<file path="config.mk">
export PLATFORM = sky130hd
export DESIGN_NAME = status_indicator
export DESIGN_NICKNAME = d
export VERILOG_FILES = /design/src/rtl/status_pkg.sv /design/src/rtl/pulse_stretcher.sv /design/src/rtl/status_indicator.sv
export SDC_FILE = /design/constraint.sdc
export NUM_CORES = 1
export LEC_CHECK = 0
export ABC_AREA = 1
export BUFFER_PORTS_ARGS = -buffer_cell sky130_fd_sc_hd__buf_2
export CORE_MARGIN = 5
export CORE_UTILIZATION = 65
export CTS_BUF_LIST = sky130_fd_sc_hd__clkbuf_4 sky130_fd_sc_hd__clkbuf_8
export CTS_CLUSTER_SIZE = 20
export DETAILED_ROUTE_END_ITERATION = 10
export PLACE_DENSITY = 0.82
export SYNTH_ARGS = -nofsm -noshare
export SYNTH_HDL_FRONTEND = slang
export SYNTH_SLANG_ARGS = --single-unit
</file>
<file path="constraint.sdc">
create_clock -name clk -period 4.9 [get_ports clk]
set_input_delay 1.47 -clock clk [delete_from_list [all_inputs] [get_ports clk]]
set_output_delay 1.47 -clock clk [all_outputs]
set_load 0.05 [all_outputs]
</file>
<file path="src/rtl/status_pkg.sv">
// Shared definitions for the status indicator: per-channel mode encodings.
package status_pkg;

    localparam int MODE_W = 2;

    typedef enum logic [MODE_W-1:0] {
        MODE_LEVEL   = 2'd0,
        MODE_STRETCH = 2'd1,
        MODE_BLINK   = 2'd2,
        MODE_HEART   = 2'd3
    } mode_e;

endpackage

</file>
<file path="src/rtl/pulse_stretcher.sv">
// One indicator channel: retriggerable stretch counter plus sticky event flag.
module pulse_stretcher #(
    parameter int W = 24
) (
    input  logic clk,
    input  logic rst,
    input  logic strobe,
    input  logic clear,
    output logic active,
    output logic sticky
);

    localparam logic [W-1:0] ONE = {{(W-1){1'b0}}, 1'b1};

    logic [W-1:0] cnt;
    logic [W-1:0] cnt_next;

    // A strobe always reloads to full, so retriggers extend rather than accumulate.
    always_comb begin
        cnt_next = cnt;
        if (strobe)
            cnt_next = '1;
        else if (cnt != '0)
            cnt_next = cnt - ONE;
    end

    assign active = (cnt_next != '0);

    always_ff @(posedge clk) begin
        if (rst) begin
            cnt    <= '0;
            sticky <= 1'b0;
        end else begin
            cnt    <= cnt_next;
            sticky <= strobe | (sticky & ~clear);
        end
    end

endmodule

</file>
<file path="src/rtl/status_indicator.sv">
// Multi-channel LED status indicator: heartbeat, per-channel mode mux and
// LED polarity; stretch/sticky state lives in pulse_stretcher instances.
module status_indicator
    import status_pkg::*;
#(
    parameter int NCHAN       = 8,
    parameter int STRETCHLOG2 = 24,
    parameter int HBLOG2      = 28,
    parameter int BLINKBIT    = 22,
    parameter int ACTIVE_LOW  = 1
) (
    input  logic                    clk,
    input  logic                    rst,
    input  logic [NCHAN-1:0]        Strobe,
    input  logic [NCHAN-1:0]        Level,
    input  logic [MODE_W*NCHAN-1:0] Mode,
    input  logic                    Clear,
    input  logic                    LampTest,
    output logic [NCHAN-1:0]        Leds,
    output logic [NCHAN-1:0]        Status,
    output logic [NCHAN-1:0]        Sticky,
    output logic                    Hb
);

    localparam logic              POL    = (ACTIVE_LOW != 0);
    localparam logic [HBLOG2-1:0] HB_ONE = {{(HBLOG2-1){1'b0}}, 1'b1};

    logic [HBLOG2-1:0] hb_cnt;
    logic [HBLOG2-1:0] hb_next;
    logic [NCHAN-1:0]  active;
    logic [NCHAN-1:0]  status_next;

    for (genvar g = 0; g < NCHAN; g++) begin : g_chan
        pulse_stretcher #(.W(STRETCHLOG2)) u_stretch (
            .clk    (clk),
            .rst    (rst),
            .strobe (Strobe[g]),
            .clear  (Clear),
            .active (active[g]),
            .sticky (Sticky[g])
        );
    end

    assign hb_next = hb_cnt + HB_ONE;
    assign Hb      = hb_cnt[HBLOG2-1];

    // Mode mux works on next-state values so registered Status lines up with Hb.
    always_comb begin
        status_next = '0;
        for (int unsigned i = 0; i < NCHAN; i++) begin
            case (mode_e'(Mode[i*MODE_W +: MODE_W]))
                MODE_LEVEL:   status_next[i] = Level[i];
                MODE_STRETCH: status_next[i] = active[i];
                MODE_BLINK:   status_next[i] = active[i] & hb_next[BLINKBIT];
                MODE_HEART:   status_next[i] = hb_next[HBLOG2-1];
                default:      status_next[i] = 1'b0;
            endcase
        end
    end

    always_ff @(posedge clk) begin
        if (rst) begin
            hb_cnt <= '1;
            Status <= '0;
            Leds   <= {NCHAN{POL}};
        end else begin
            hb_cnt <= hb_next;
            Status <= status_next;
            Leds   <= (status_next | {NCHAN{LampTest}}) ^ {NCHAN{POL}};
        end
    end

endmodule

</file>
* Word-level counts from Yosys, hierarchy flattened
Cells that the tools add are included.
** Storage, ports and cells
- Output and inout bits :: 25
- Logic and storage cells :: 127
- Input bits :: 36
- Register bits :: 244
** Operators by class
- Bitwise gates (word level) :: 27
- Muxes and demuxes :: 24
- Add/sub/neg operators :: 9
- Equality and inequality tests :: 24
- Reduce and logical (&&, ||, !) cells :: 24
** Operators with widths (count)
- $mux W24 :: 16
- $reduce_bool A24 Y1 :: 16
- $sub A24 B1 Y24 const B :: 8
- $eq A2 B2 Y1 const B :: 16
- $pmux W1 S4 :: 8
- $add A28 B1 Y28 const B :: 1
- $and A1 B1 Y1 :: 16
- $eq A2 B1 Y1 const B :: 8
- $logic_not A2 Y1 :: 8
- $not A8 Y8 :: 1
- $or A1 B1 Y1 :: 8
- $or A8 B8 Y8 :: 1
- $not A1 Y1 :: 1

* Depth between registers and ports, before layout
Gate-level depths: netlist (run 1).
- Depth after elaboration :: 8
- Depth in mapped cells :: 17
- Depth with buffers taken out :: 17

* Cells and area by module
Synthesis (run 1) repeated with hierarchy kept, for this count alone.
** Unflattened totals
- Cells, all modules :: 2626
- Area total of the unflattened synthesis :: 16184.3 µm²
** By module, submodules not included
- pulse_stretcher at g_chan[1].u_stretch ... :: times used 5, cells each 297, area an instance 1770.4 µm², seq. area each 500.5 µm²
- pulse_stretcher at g_chan[0].u_stretch ... :: times used 3, cells each 279, area an instance 1697.9 µm², seq. area each 500.5 µm²
- status_indicator :: times used 1, cells each 304, area an instance 2238.4 µm², seq. area each 880.8 µm²

* Least setup slack after synthesis (run 1)
No wires, ideal clock.
- Path type :: input-to-reg
- From :: input port Strobe[4]
- To :: register Leds[4]
- Path buffers :: 2
- Data arrival time :: 2.634 ns
- Data required time :: 4.786 ns
- Cell stages on the path :: 11
- Slack :: 2.152 ns
- Library setup time :: 0.114 ns
- Cell sequence :: clkbuf_1 -> clkinv_1 -> clkbuf_1 -> nand3_1 -> nor2_1 -> nand3_1 -> nor2_1 -> nand3_1 -> nand2_1 -> nand3_1 -> nand2_1
** On the way
- Word-level cells in the longest chain between the ends :: 6
** Ends and longest elaborated chain
- start, declared :: line status_indicator.sv:14 : input logic [NCHAN-1:0] Strobe,
- $mux W24 * :: line pulse_stretcher.sv:21 : if (strobe)
- $reduce_bool A24 Y1 * :: line pulse_stretcher.sv:27 : assign active = (cnt_next != '0);
- $and A1 B1 Y1 :: line status_indicator.sv:54 : MODE_BLINK: status_next[i] = active[i] & hb_next[BLINKBIT];
- $pmux W1 S4 * :: line status_indicator.sv:51 : case (mode_e'(Mode[i*MODE_W +: MODE_W]))
- $or A8 B8 Y8 * :: line status_indicator.sv:69 : Leds <= (status_next | {NCHAN{LampTest}}) ^ {NCHAN{POL}};
- $not A8 Y8 (no source line) *
- end signal, assigned :: line status_indicator.sv:65 : Leds <= {NCHAN{POL}};
- end signal, assigned :: line status_indicator.sv:69
- end, declared :: line status_indicator.sv:19 : output logic [NCHAN-1:0] Leds,
Every way passes the cells marked *; elsewhere a longest branch is shown, timed or not.
A chain may end at the register's enable or synchronous reset.

* Worst setup path after layout (run 1)
- From :: input port Strobe[2]
- To :: register Leds[2]
Same word-level chain as after synthesis.

==> results.py, run 1 <==
metrics = {
    "logic_synthesis": {
        "synth_seq_cells": 244,
        "syn_area_um2": 15590,
        "async_flop_share_pct": 0,
        "syn_avg_cell_area_um2": 6.089,
        "yosysWarnings": 0,
        "ys_seq_area_share_pct": 31.32,
        "synth_enable_flop_cells": 0,
        "synth_top_flop_cell": "dfxtp_1",
        "ys_types": 44,
        "syn_nets": 2614,
        "synthCells": 2561,
    },
    "layout": {
        "n_fill_cell": 2156,
        "fin_cells": 2949,
        "area_growth_pct": 8.120,
        "layout_commonest_cell": "nand2_1",
        "nNetsFinal": 2653,
        "final_cell_mix": "nand2_1 (646), nor2_1 (487), inv_1 (293)",
        "num_antenna_cells": 0,
        "drive_above_1_share_pct": 9.962,
    },
    "die": {
        "core-area_um2": 23540,
        "initial_core_util_pct": 66.24,
        "dieArea_um2": 27190,
        "pin_count": 61,
        "dieWidth_um": 164.9,
        "die_h_um": 164.9,
        "fp-row-count": 56,
    },
    "setup_path": {
        "reg2reg_slack_ns": 2.37,
        "crit_type": "primary input to flip-flop",
        "r2r_cells": 16,
        "end_kind": "flip-flop",
        "crit_path_max_fanout": 24,
        "start_kind": "primary input",
        "rr_startpoint": "g_chan[3].u_stretch.cnt[0]$_SDFF_PP0_",
        "worst_r2r_endpoint": "Leds[3]$_SDFF_PP1_",
        "slowest_stage": "inv_1",
        "required_ns": 5.37,
        "arrival_ns": 3.24,
        "path_buf_inv": 2,
        "max_stage_delay_ns": 0.52,
        "crit_chain": "buf_2 -> inv_1 -> o21ai_0 -> nor2_1 -> nand2_1 -> nor2_1 -> nand2_1 -> nor2_1 -> nand2_1 -> nand2_2 -> nand3_2 -> nand2_2",
        "crit_family": "simple AND/OR/NAND/NOR gates",
    },
    "hold_path": {
        "whs_path_depth": 1,
        "min_to": "hb_cnt[0]$_SDFF_PP1_",
        "hp-class": "flip-flop to flip-flop",
        "hold_start": "hb_cnt[0]$_SDFF_PP1_",
    },
    "clock_tree": {
        "cts_inserted_buffers": 42,
        "h-tree-depth": 2,
        "clk_latency_ns": 0.55,
        "cts-root-buf": "clkbuf_8",
        "post_cts_buffers": 0,
        "cts_resized": 0,
        "cts_buffer_depth": 3,
        "numClockSinks": 244,
        "clkTransAtPathRegs_ns": 0.06,
        "cts_tree": "built",
        "postCtsHoldBufs": 0,
    },
    "sta": {
        "tns_ns": 0,
        "clock.fmax_ghz": 0.3618,
        "slew_violations": 0,
        "slew_headroom_pct": 40.45,
        "holdWs_ns": 0.4470,
        "rsz0062_at_grt": "no",
        "setup_viol": 0,
        "worst_slack_ns": 2.136,
        "post-route-period-util_pct": 56.41,
        "skew_ns": 0.02428,
        "worst_pin_slew_ns": 0.8922,
        "finalCriticalPeriod_ns": 2.764,
        "finalHoldViolCount": 0,
    },
    "global_route": {
        "grt_usage_pct": 30.84,
        "gr-total-overflow": 0,
        "grt_pass1_wl_um": 70440,
        "grt_max_degree": 125,
        "grt_antenna_before_repair": 0,
        "grt_pass1_vias": 15251,
    },
    "power": {
        "ir_drop_mv": 0.3116,
        "power_leakage_nw": 7.875,
        "power_density_nw_per_um2": 330.7,
    },
    "route": {
        "vias": 16458,
        "post_drt_wl_per_cell_um": 14.21,
        "drt_iter0_drc": 1511,
        "drt_pass1_iterations": 6,
        "post_drt_via_cell_ratio": 5.581,
        "drc": 0,
        "ant_nets": 0,
        "routed_wl_um": 41890,
    },
    "status": {
        "outcome": "finished clean",
    },
    "job": {
        "maxCapViolCount": 0,
    },
    "placement": {
        "place.gp.congestion": 0.9855,
        "place_hpwl_um": 30940,
        "placed_cells": 2875,
        "io_buffer_count": 60,
        "dpl_worst_slack_ns": 1.597,
    },
}
==> how the worst max path moves through the flow <==
stage,slack (ns),startpoint,depth (start not counted),endpoint
floorplan,2.15,Strobe[4],11,Leds[4]$_SDFF_PP1_
global route,1.96,Strobe[4],10,Leds[4]$_SDFF_PP1_
CTS,2.15,Leds[1]$_SDFF_PP1_,1,Leds[1]
global placement,1.64,Strobe[4],10,Leds[4]$_SDFF_PP1_
detailed placement,1.60,Strobe[4],10,Leds[4]$_SDFF_PP1_
finish,2.14,Strobe[2],12,Leds[2]$_SDFF_PP1_
==> Yosys cell counts (17+ instances only) <==
cell | count | area (um2)
nand2_2 | 19 | 118.9
o21ai_0 | 72 | 360.4
nor2_1 | 487 | 1828
nand3_1 | 189 | 945.9
a21oi_1 | 212 | 1061
nor2_2 | 48 | 300.3
nand3b_1 | 37 | 277.8
a31oi_1 | 33 | 206.5
clkbuf_1 | 41 | 153.9
nand2_1 | 646 | 2425
inv_1 | 293 | 1100
xor2_1 | 17 | 148.9
ha_1 | 17 | 212.7
nand4_1 | 76 | 475.5
dfxtp_1 | 244 | 4885
==> metrics by stage <==
| step | instance area (um2) | utilization, % | total power, mW |
|---|---|---|---|
| global route | 16860 | 71.62 | 5.902 |
| finish | 16860 | 71.62 | 5.577 |
| global placement | 15960 | 67.80 | 3.594 |
| floorplan | 15600 | - | 3.316 |
| CTS | 16860 | 71.62 | 5.594 |
| detailed placement | 15960 | 67.80 | 3.623 |
==> report_power, final <==
group	internal [mW]	leakage, nW	switching (mW)
combinational	0.389	5.35	0.859
clock	1.14	0.480	0.833
sequential	2.17	2.04	0.189
==> flip-flops by register name (all words and copies together) (netlist names) <==
| signal | count |
|---|---|
| hb_cnt | 28 |
| g_chan.u_stretch.cnt | 192 |
| Status | 8 |
| g_chan.u_stretch.sticky | 8 |
| Leds | 8 |
==> worst reg2reg max path, cell delays in order, from the launching register on <==
cell,delay (ns)
dfxtp_1,0.34
inv_1,0.16
ha_1,0.31
nand2_2,0.15
nor2_2,0.25
inv_1,0.09
nand2_1,0.07
inv_1,0.04
o21ai_2,0.12
nand3_1,0.09
nor2_1,0.17
nand2_1,0.09
nor2_1,0.18
nand2_1,0.14
nand2_1,0.10
nand3_1,0.07
nand2_1,0.08
==> cells by family after synthesis <==
| kind of cell | share of synthesized area (%) |
|---|---|
| DFF | 31.32 |
| AOI/OAI and AO/OA | 11.48 |
| muxes | 0.4493 |
| and+or+nand+nor | 44.36 |
| xor gates and xnor gates | 1.236 |
| buffers and inverters | 9.788 |
| adders and majority gates | 1.364 |
==> cell type report <==
type | count | area (um2) | area share (%)
Inverter | 307 | 1152 | 6.834
Tap cell | 319 | 399.1 | 2.367
Sequential cell | 244 | 4885 | 28.97
Timing Repair Buffer | 63 | 341.6 | 2.026
Multi-Input combinational cell | 1942 | 9184 | 54.47
Clock buffer | 68 | 842.1 | 4.994
Clock inverter | 6 | 57.56 | 0.3413
==> per-layer routing <==
layer / track usage, % / share of wire, %
met5: 0 / 0
met4: 10.51 / 2.8
met3: 3.269 / 6.6
met2: 52.24 / 47
met1: 41.07 / 43
(Power assumes the default switching activity.)
==> run 2: changes to the inputs <==
--- a/config.mk
+++ b/config.mk
@@ -5,14 +5,14 @@
 export SDC_FILE = /design/constraint.sdc
 export NUM_CORES = 1
 export LEC_CHECK = 0
-export ABC_AREA = 1
+export ABC_AREA = 0
 export BUFFER_PORTS_ARGS = -buffer_cell sky130_fd_sc_hd__buf_2
 export CORE_MARGIN = 5
-export CORE_UTILIZATION = 65
+export CORE_UTILIZATION = 58
 export CTS_BUF_LIST = sky130_fd_sc_hd__clkbuf_4 sky130_fd_sc_hd__clkbuf_8
 export CTS_CLUSTER_SIZE = 20
 export DETAILED_ROUTE_END_ITERATION = 10
-export PLACE_DENSITY = 0.82
+export PLACE_DENSITY = 0.78
 export SYNTH_ARGS = -nofsm -noshare
 export SYNTH_HDL_FRONTEND = slang
 export SYNTH_SLANG_ARGS = --single-unit
==> constraint.sdc (replaced) <==
create_clock -name clk -period 2.5 [get_ports clk]
set_input_delay 0.75 -clock clk [delete_from_list [all_inputs] [get_ports clk]]
set_output_delay 0.75 -clock clk [all_outputs]
set_load 0.05 [all_outputs]
==> run 2 against run 1 <==
- the flow now finishes with violations (negative setup slack)
- first-iteration DRC count down 26%
- combinational power rose to 2.8 times the previous value
- total power up 120%
- largest cell class unchanged
- largest power group unchanged
==> results.py, run 2 <==
metrics = {
    "layout": {
        "multi_input_area_um2": 8558,
        "layout_commonest_cell": "buf_4",
        "num_antenna_cells": 0,
        "area_growth_pct": 30.50,
        "n_fill_cell": 1571,
        "seq_area_um2": 4902,
        "largest_reg_flops": 192,
        "regMostFlops": "g_chan.u_stretch.cnt",
        "final_area_um2": 17190,
        "biggestRegsByFlops": "g_chan.u_stretch.cnt x192, hb_cnt x28",
        "final_cell_mix": "buf_4 (258), dfxtp_1 (232), nor2_1 (197)",
        "drive_above_1_share_pct": 29.37,
        "nNetsFinal": 1974,
    },
    "power": {
        "internal_power_mw": 8.139,
        "combPwrFrac_pct": 29.1,
        "ir_drop_mv": 0.4561,
        "power_density_nw_per_um2": 706.7,
        "p_switching_mw": 4.011,
        "power_leakage_nw": 6.734,
        "clkPwrFrac_pct": 31.6,
        "seq_power_share_pct": 39.3,
        "swShare_pct": 33.01,
    },
    "sta": {
        "clock.fmax_ghz": 0.3920,
        "finalHoldViolCount": 0,
        "post-route-period-util_pct": 102.0,
        "rsz0062_at_grt": "yes",
        "skew_ns": 0.02259,
        "finalCriticalPeriod_ns": 2.551,
        "worst_slack_ns": -0.05092,
        "slew_headroom_pct": 38.45,
        "setup_viol": 3,
        "slew_violations": 0,
        "holdWs_ns": 0.4837,
        "worst_pin_slew_ns": 0.9214,
    },
    "global_route": {
        "grt_pass1_wl_um": 58820,
        "gr-total-overflow": 0,
        "grt_pass1_vias": 12445,
        "grt_max_degree": 60,
        "grt_usage_pct": 26.43,
        "grt_antenna_before_repair": 1,
    },
    "clock_tree": {
        "clkTransAtPathRegs_ns": 0.06,
        "numClockSinks": 244,
        "cts_inserted_buffers": 42,
        "cts_buffer_depth": 3,
        "cts_tree": "built",
        "h-tree-depth": 2,
        "clk_latency_ns": 0.55,
        "cts-root-buf": "clkbuf_8",
    },
    "route": {
        "vias": 13431,
        "post_drt_wl_per_cell_um": 16.95,
        "drt_iter0_drc": 1113,
        "drt_pass1_iterations": 6,
        "drc": 0,
        "ant_nets": 0,
        "post_drt_via_cell_ratio": 6.007,
        "routed_wl_um": 37900,
    },
    "die": {
        "dieArea_um2": 25830,
        "initial_core_util_pct": 58.54,
        "fp-row-count": 55,
        "die_h_um": 160.7,
        "pin_count": 61,
        "core-area_um2": 22500,
        "dieWidth_um": 160.7,
    },
    "setup_path": {
        "crit_type": "flip-flop to flip-flop",
        "path_buf_inv": 0,
        "end_kind": "flip-flop",
        "arrival_ns": 2.96,
        "start_kind": "flip-flop",
        "crit_path_max_fanout": 5,
        "slowest_stage": "nor4_2",
        "max_stage_delay_ns": 0.56,
        "crit_chain": "nor4_2 -> nand2_2 -> nor4_4 -> mux2_2 -> and4b_1 -> nand4_1 -> a21o_1 -> nand2_1",
        "crit_family": "simple AND/OR/NAND/NOR gates",
        "required_ns": 2.91,
    },
    "logic_synthesis": {
        "syn_nets": 1697,
        "synthTopCellsByArea": "dfxtp_1 (37%), a21oi_1 (6.5%), xnor2_1 (6.0%), nor2_1 (5.6%), xor2_1 (4.3%)",
        "synth_top_area_cell": "dfxtp_1",
        "synth_top_area_share_pct": 37.08,
        "synth_top_flop_cell": "dfxtp_1",
        "synthCells": 1644,
        "syn_area_um2": 13170,
        "synth_seq_cells": 244,
        "synth_most_common_cell": "dfxtp_1",
        "async_flop_share_pct": 0,
        "ys_seq_area_share_pct": 37.08,
        "syn_avg_cell_area_um2": 8.013,
        "ys_types": 70,
        "synth_enable_flop_cells": 0,
        "yosysWarnings": 0,
        "synthTopCellsByCount": "dfxtp_1 (244), nor2_1 (198), a21oi_1 (171)",
    },
    "placement": {
        "place_hpwl_um": 25890,
        "placed_cell_area_um2": 15310,
        "io_buffer_count": 60,
        "place.gp.congestion": 0.9720,
    },
    "job": {
        "maxCapViolCount": 0,
    },
    "hold_path": {
        "hp-class": "flip-flop to flip-flop",
    },
    "status": {
        "violations": "negative setup slack",
        "outcome": "complete, but fails checks",
    },
}
run 2: final timing paths:
path	start	to	slack, ns	depth (start not counted)
worst max-delay path	g_chan[7].u_stretch.cnt[10]$_SDFF_PP0_	Leds[7]$_SDFF_PP1_	-0.05	8
worst min register to register	hb_cnt[25]$_SDFF_PP1_	hb_cnt[25]$_SDFF_PP1_	0.48	2
worst max register to register	g_chan[7].u_stretch.cnt[10]$_SDFF_PP0_	Leds[7]$_SDFF_PP1_	-0.05	8
worst min-delay path	hb_cnt[25]$_SDFF_PP1_	hb_cnt[25]$_SDFF_PP1_	0.48	2
run 2: cell type report:
cell class	instances	area share [%]
clock buffers	63	4.643
clock inverters	11	0.6259
inverters	36	0.7860
multi-input cells	1272	49.78
flip-flops and latches	244	28.52
well taps	285	2.074
repair buffers	325	13.57
run 2: through the flow:
stage                     cells  util, %  setup TNS (ns)  power [mW]  setup slack (ns)
after floorplan            1644        -               0       6.690          0.004148
after global placement     2140    68.05         -0.3481       7.893           -0.1364
after detailed placement   2140    68.05         -0.9281       7.985           -0.1701
after CTS                  2216    72.77        -0.04992       11.92          -0.03575
after global routing       2236    76.40          -1.012       12.73           -0.1390
final                      2236    76.40        -0.09679       12.15          -0.05092
run 2: worst reg2reg max path, stage by stage, from the launching register on:
cell     delay (ns)
dfxtp_1        0.37
nor4_2         0.56
nand2_2        0.25
nor4_4         0.35
mux2_2         0.37
and4b_1        0.23
nand4_1        0.13
a21o_1         0.13
nand2_1        0.05
run 2: cell families (layout without fill, tap and decap cells):
group                    Yosys count  count (layout)  share of synthesized area [%]
AND/OR/NAND/NOR                  758             759                          30.75
AO/OA/AOI/OAI                    323             323                          14.78
flip-flops                       244             244                          37.08
XOR/XNOR                         156             156                          10.37
buffers and inverters            129             435                          3.989
adder cells (fa/ha/maj)           17              17                          1.615
multiplexers                      17              17                          1.415
run 2: what timing repair did:
| item | in CTS | in global routing |
|---|---|---|
| hold buffers | 0 | 0 |
| setup endpoints to repair | 15 | 16 |
| hold endpoints to repair | 0 | 0 |
| gates resized for setup | 33 | 135 |
| cloned | 0 | 2 |
| setup buffers | 2 | 19 |
| pin swaps | 16 | 37 |
run 2: power groups by stage:
stage | clock network (mW) | logic, mW | registers, mW
global route | 4.11 | 3.80 | 4.83
floorplan | 0 | 1.73 | 4.96
global placement | 0 | 3.12 | 4.77
detailed placement | 0 | 3.19 | 4.79
finish | 3.85 | 3.53 | 4.77
CTS | 3.92 | 3.28 | 4.72
run 2: routing by layer:
layer	global-route usage (%)	up-vias	wire, um
li1	-	6493	-
met1	34.87	6352	16200
met2	44.61	473	18310
met3	4.260	109	2297
met4	8.337	4	1067
met5	0	-	21
==> run 3: changes to the inputs <==
--- a/config.mk
+++ b/config.mk
@@ -12,7 +12,7 @@
 export CTS_BUF_LIST = sky130_fd_sc_hd__clkbuf_4 sky130_fd_sc_hd__clkbuf_8
 export CTS_CLUSTER_SIZE = 20
 export DETAILED_ROUTE_END_ITERATION = 10
-export PLACE_DENSITY = 0.78
+export PLACE_DENSITY = 0.79
 export SYNTH_ARGS = -nofsm -noshare
 export SYNTH_HDL_FRONTEND = slang
 export SYNTH_SLANG_ARGS = --single-unit
==> run 3 against run 2 <==
- the flow still finishes with violations (negative setup slack)
- cell area shrank 0.36%
- total power shrank 1.2%
- register-to-register slack lost 0.05 ns
- routed wire length grew 3.0%
- die area is the same
- clock skew is essentially flat
- global-route usage grew 0.44 points
- final cell count shrank 0.89%
- clock power shrank 1%
==> results.py, run 3 (same netlist as run 2, synthesis figures left out) <==
metrics = {
    "status": {
        "outcome": "complete, but fails checks",
        "violations": "negative setup slack",
    },
    "sta": {
        "clock.fmax_ghz": 0.3842,
        "setup_viol": 3,
        "slew_violations": 0,
        "finalHoldViolCount": 0,
        "worst_slack_ns": -0.1025,
        "tns_ns": -0.1299,
        "slew_headroom_pct": 21.30,
        "worst_pin_slew_ns": 1.178,
        "post-route-period-util_pct": 104.1,
        "finalCriticalPeriod_ns": 2.603,
        "rsz0062_at_grt": "yes",
        "skew_ns": 0.02236,
    },
    "layout": {
        "n_fill_cell": 1559,
        "final_cell_mix": "buf_4 (238), dfxtp_1 (232), nor2_1 (197)",
        "final_area_um2": 17130,
        "num_antenna_cells": 0,
        "multi_input_area_um2": 8623,
        "final_core_util_pct": 76.12,
        "biggestRegsByFlops": "g_chan.u_stretch.cnt x192, hb_cnt x28",
        "seq_area_um2": 4905,
        "regMostFlops": "g_chan.u_stretch.cnt",
        "fin_cells": 2216,
        "largest_reg_flops": 192,
        "layout_commonest_cell": "buf_4",
        "nNetsFinal": 1954,
        "area_growth_pct": 30.03,
        "drive_above_1_share_pct": 28.79,
    },
    "power": {
        "combPwrFrac_pct": 28.4,
        "swShare_pct": 33.29,
        "internal_power_mw": 8.008,
        "p_switching_mw": 3.996,
        "clkPwrFrac_pct": 31.7,
        "power_density_nw_per_um2": 700.8,
        "ir_drop_mv": 0.5618,
        "seq_power_share_pct": 39.9,
        "power_leakage_nw": 6.666,
    },
    "route": {
        "ant_nets": 0,
        "drc": 0,
        "drt_pass1_iterations": 6,
        "post_drt_wl_per_cell_um": 17.62,
        "post_drt_via_cell_ratio": 6.137,
        "routed_wl_um": 39040,
        "drt_iter0_drc": 1243,
        "vias": 13600,
    },
    "clock_tree": {
        "cts_inserted_buffers": 41,
        "cts_buffer_depth": 3,
        "cts_tree": "built",
        "clkTransAtPathRegs_ns": 0.06,
        "cts-root-buf": "clkbuf_8",
        "clk_latency_ns": 0.54,
        "numClockSinks": 244,
        "postCtsHoldBufs": 0,
        "h-tree-depth": 2,
    },
    "setup_path": {
        "crit_path_max_fanout": 5,
        "arrival_ns": 3.04,
        "max_stage_delay_ns": 0.37,
        "crit_chain": "nor4_4 -> buf_4 -> nand4_1 -> buf_4 -> buf_6 -> o21ai_1 -> buf_4 -> nor4_2 -> xor2_1 -> nor4_2 -> a21oi_1 -> and2_1",
        "reg2reg_slack_ns": -0.10,
        "required_ns": 2.93,
        "end_kind": "flip-flop",
        "slowest_stage": "nor4_2",
        "start_kind": "flip-flop",
        "crit_type": "flip-flop to flip-flop",
        "cp_common_cell": "buf_4",
    },
    "die": {
        "fp-row-count": 55,
        "initial_core_util_pct": 58.54,
        "dieArea_um2": 25830,
        "dieWidth_um": 160.7,
        "core-area_um2": 22500,
        "pin_count": 61,
        "die_h_um": 160.7,
    },
    "global_route": {
        "grt_usage_pct": 26.87,
        "grt_max_degree": 76,
        "grt_antenna_before_repair": 0,
        "grt_pass1_vias": 12806,
        "grt_pass1_wl_um": 59890,
        "gr-total-overflow": 0,
    },
    "placement": {
        "io_buffer_count": 60,
        "placed_cells": 2121,
        "place_hpwl_um": 25420,
        "dpl_worst_slack_ns": -0.2412,
        "place.gp.congestion": 0.9690,
        "placed_cell_area_um2": 15200,
    },
    "job": {
        "maxCapViolCount": 0,
    },
    "hold_path": {
        "hp-class": "flip-flop to flip-flop",
    },
}
run 3: cell count changes in the layout (fill, tap and decap cells not counted), moves of 4 or more:
| cell | delta |
|---|---|
| nor3_2 | -6 |
| buf_4 | -20 |
| and4_4 | +4 |
| clkbuf_4 | -4 |
| clkbuf_8 | +4 |
| o21ai_1 | +4 |
run 3: repair_timing:
item	CTS	global route
resized for setup	41	141
gates cloned	0	1
setup endpoints to repair	13	19
buffers inserted	2	21
pin swaps	11	55
endpoints found under the hold margin	0	0
run 3: cell type report:
class	count	share of cell area [%]
Clock buffer	63	4.806
Clock inverter	10	0.4529
Inverter	36	0.7888
Multi-Input combinational cell	1272	50.34
Sequential cell	244	28.63
Tap cell	285	2.082
Timing Repair Buffer	306	12.90
run 3: critical path: cells and delay by family (launching register included):
family	cells	cell delay, ns
DFF	1	0.33
and+or+nand+nor	5	0.96
buffers and inverters	4	0.66
AOI/OAI and AO/OA	2	0.34
xor gates and xnor gates	1	0.20
run 3: worst paths after layout:
| kind | cells past startpoint | startpoint | end |
|---|---|---|---|
| max | 12 | g_chan[3].u_stretch.cnt[16]$_SDFF_PP0_ | Status[3]$_SDFF_PP0_ |
| min | 2 | hb_cnt[23]$_SDFF_PP1_ | hb_cnt[23]$_SDFF_PP1_ |
| max reg2reg | 12 | g_chan[3].u_stretch.cnt[16]$_SDFF_PP0_ | Status[3]$_SDFF_PP0_ |
| min reg2reg | 2 | hb_cnt[23]$_SDFF_PP1_ | hb_cnt[23]$_SDFF_PP1_ |
run 3: metal layers:
layer | GRT usage (%) | wire length [um] | up-vias
met2 | 44.72 | 18620 | 605
met1 | 34.92 | 16060 | 6397
li1 | - | - | 6450
met3 | 4.183 | 2719 | 148
met5 | 0 | 0 | -
met4 | 11.24 | 1640 | 0
run 3: per-stage QoR:
step                power [mW]  hold slack, ns
finish                   12.00          0.4838
floorplan                6.690          0.3959
detailed placement       7.782          0.4659
global route             12.60          0.5172
CTS                      11.69          0.4860
global placement         7.690          0.4676
run 3: power groups by stage:
stage / clock network, mW / logic [mW] / registers (mW)
after floorplan: 0 / 1.73 / 4.96
after global placement: 0 / 2.90 / 4.79
after detailed placement: 0 / 2.98 / 4.81
after CTS: 3.88 / 3.07 / 4.74
after global routing: 4.07 / 3.68 / 4.85
final: 3.80 / 3.41 / 4.79
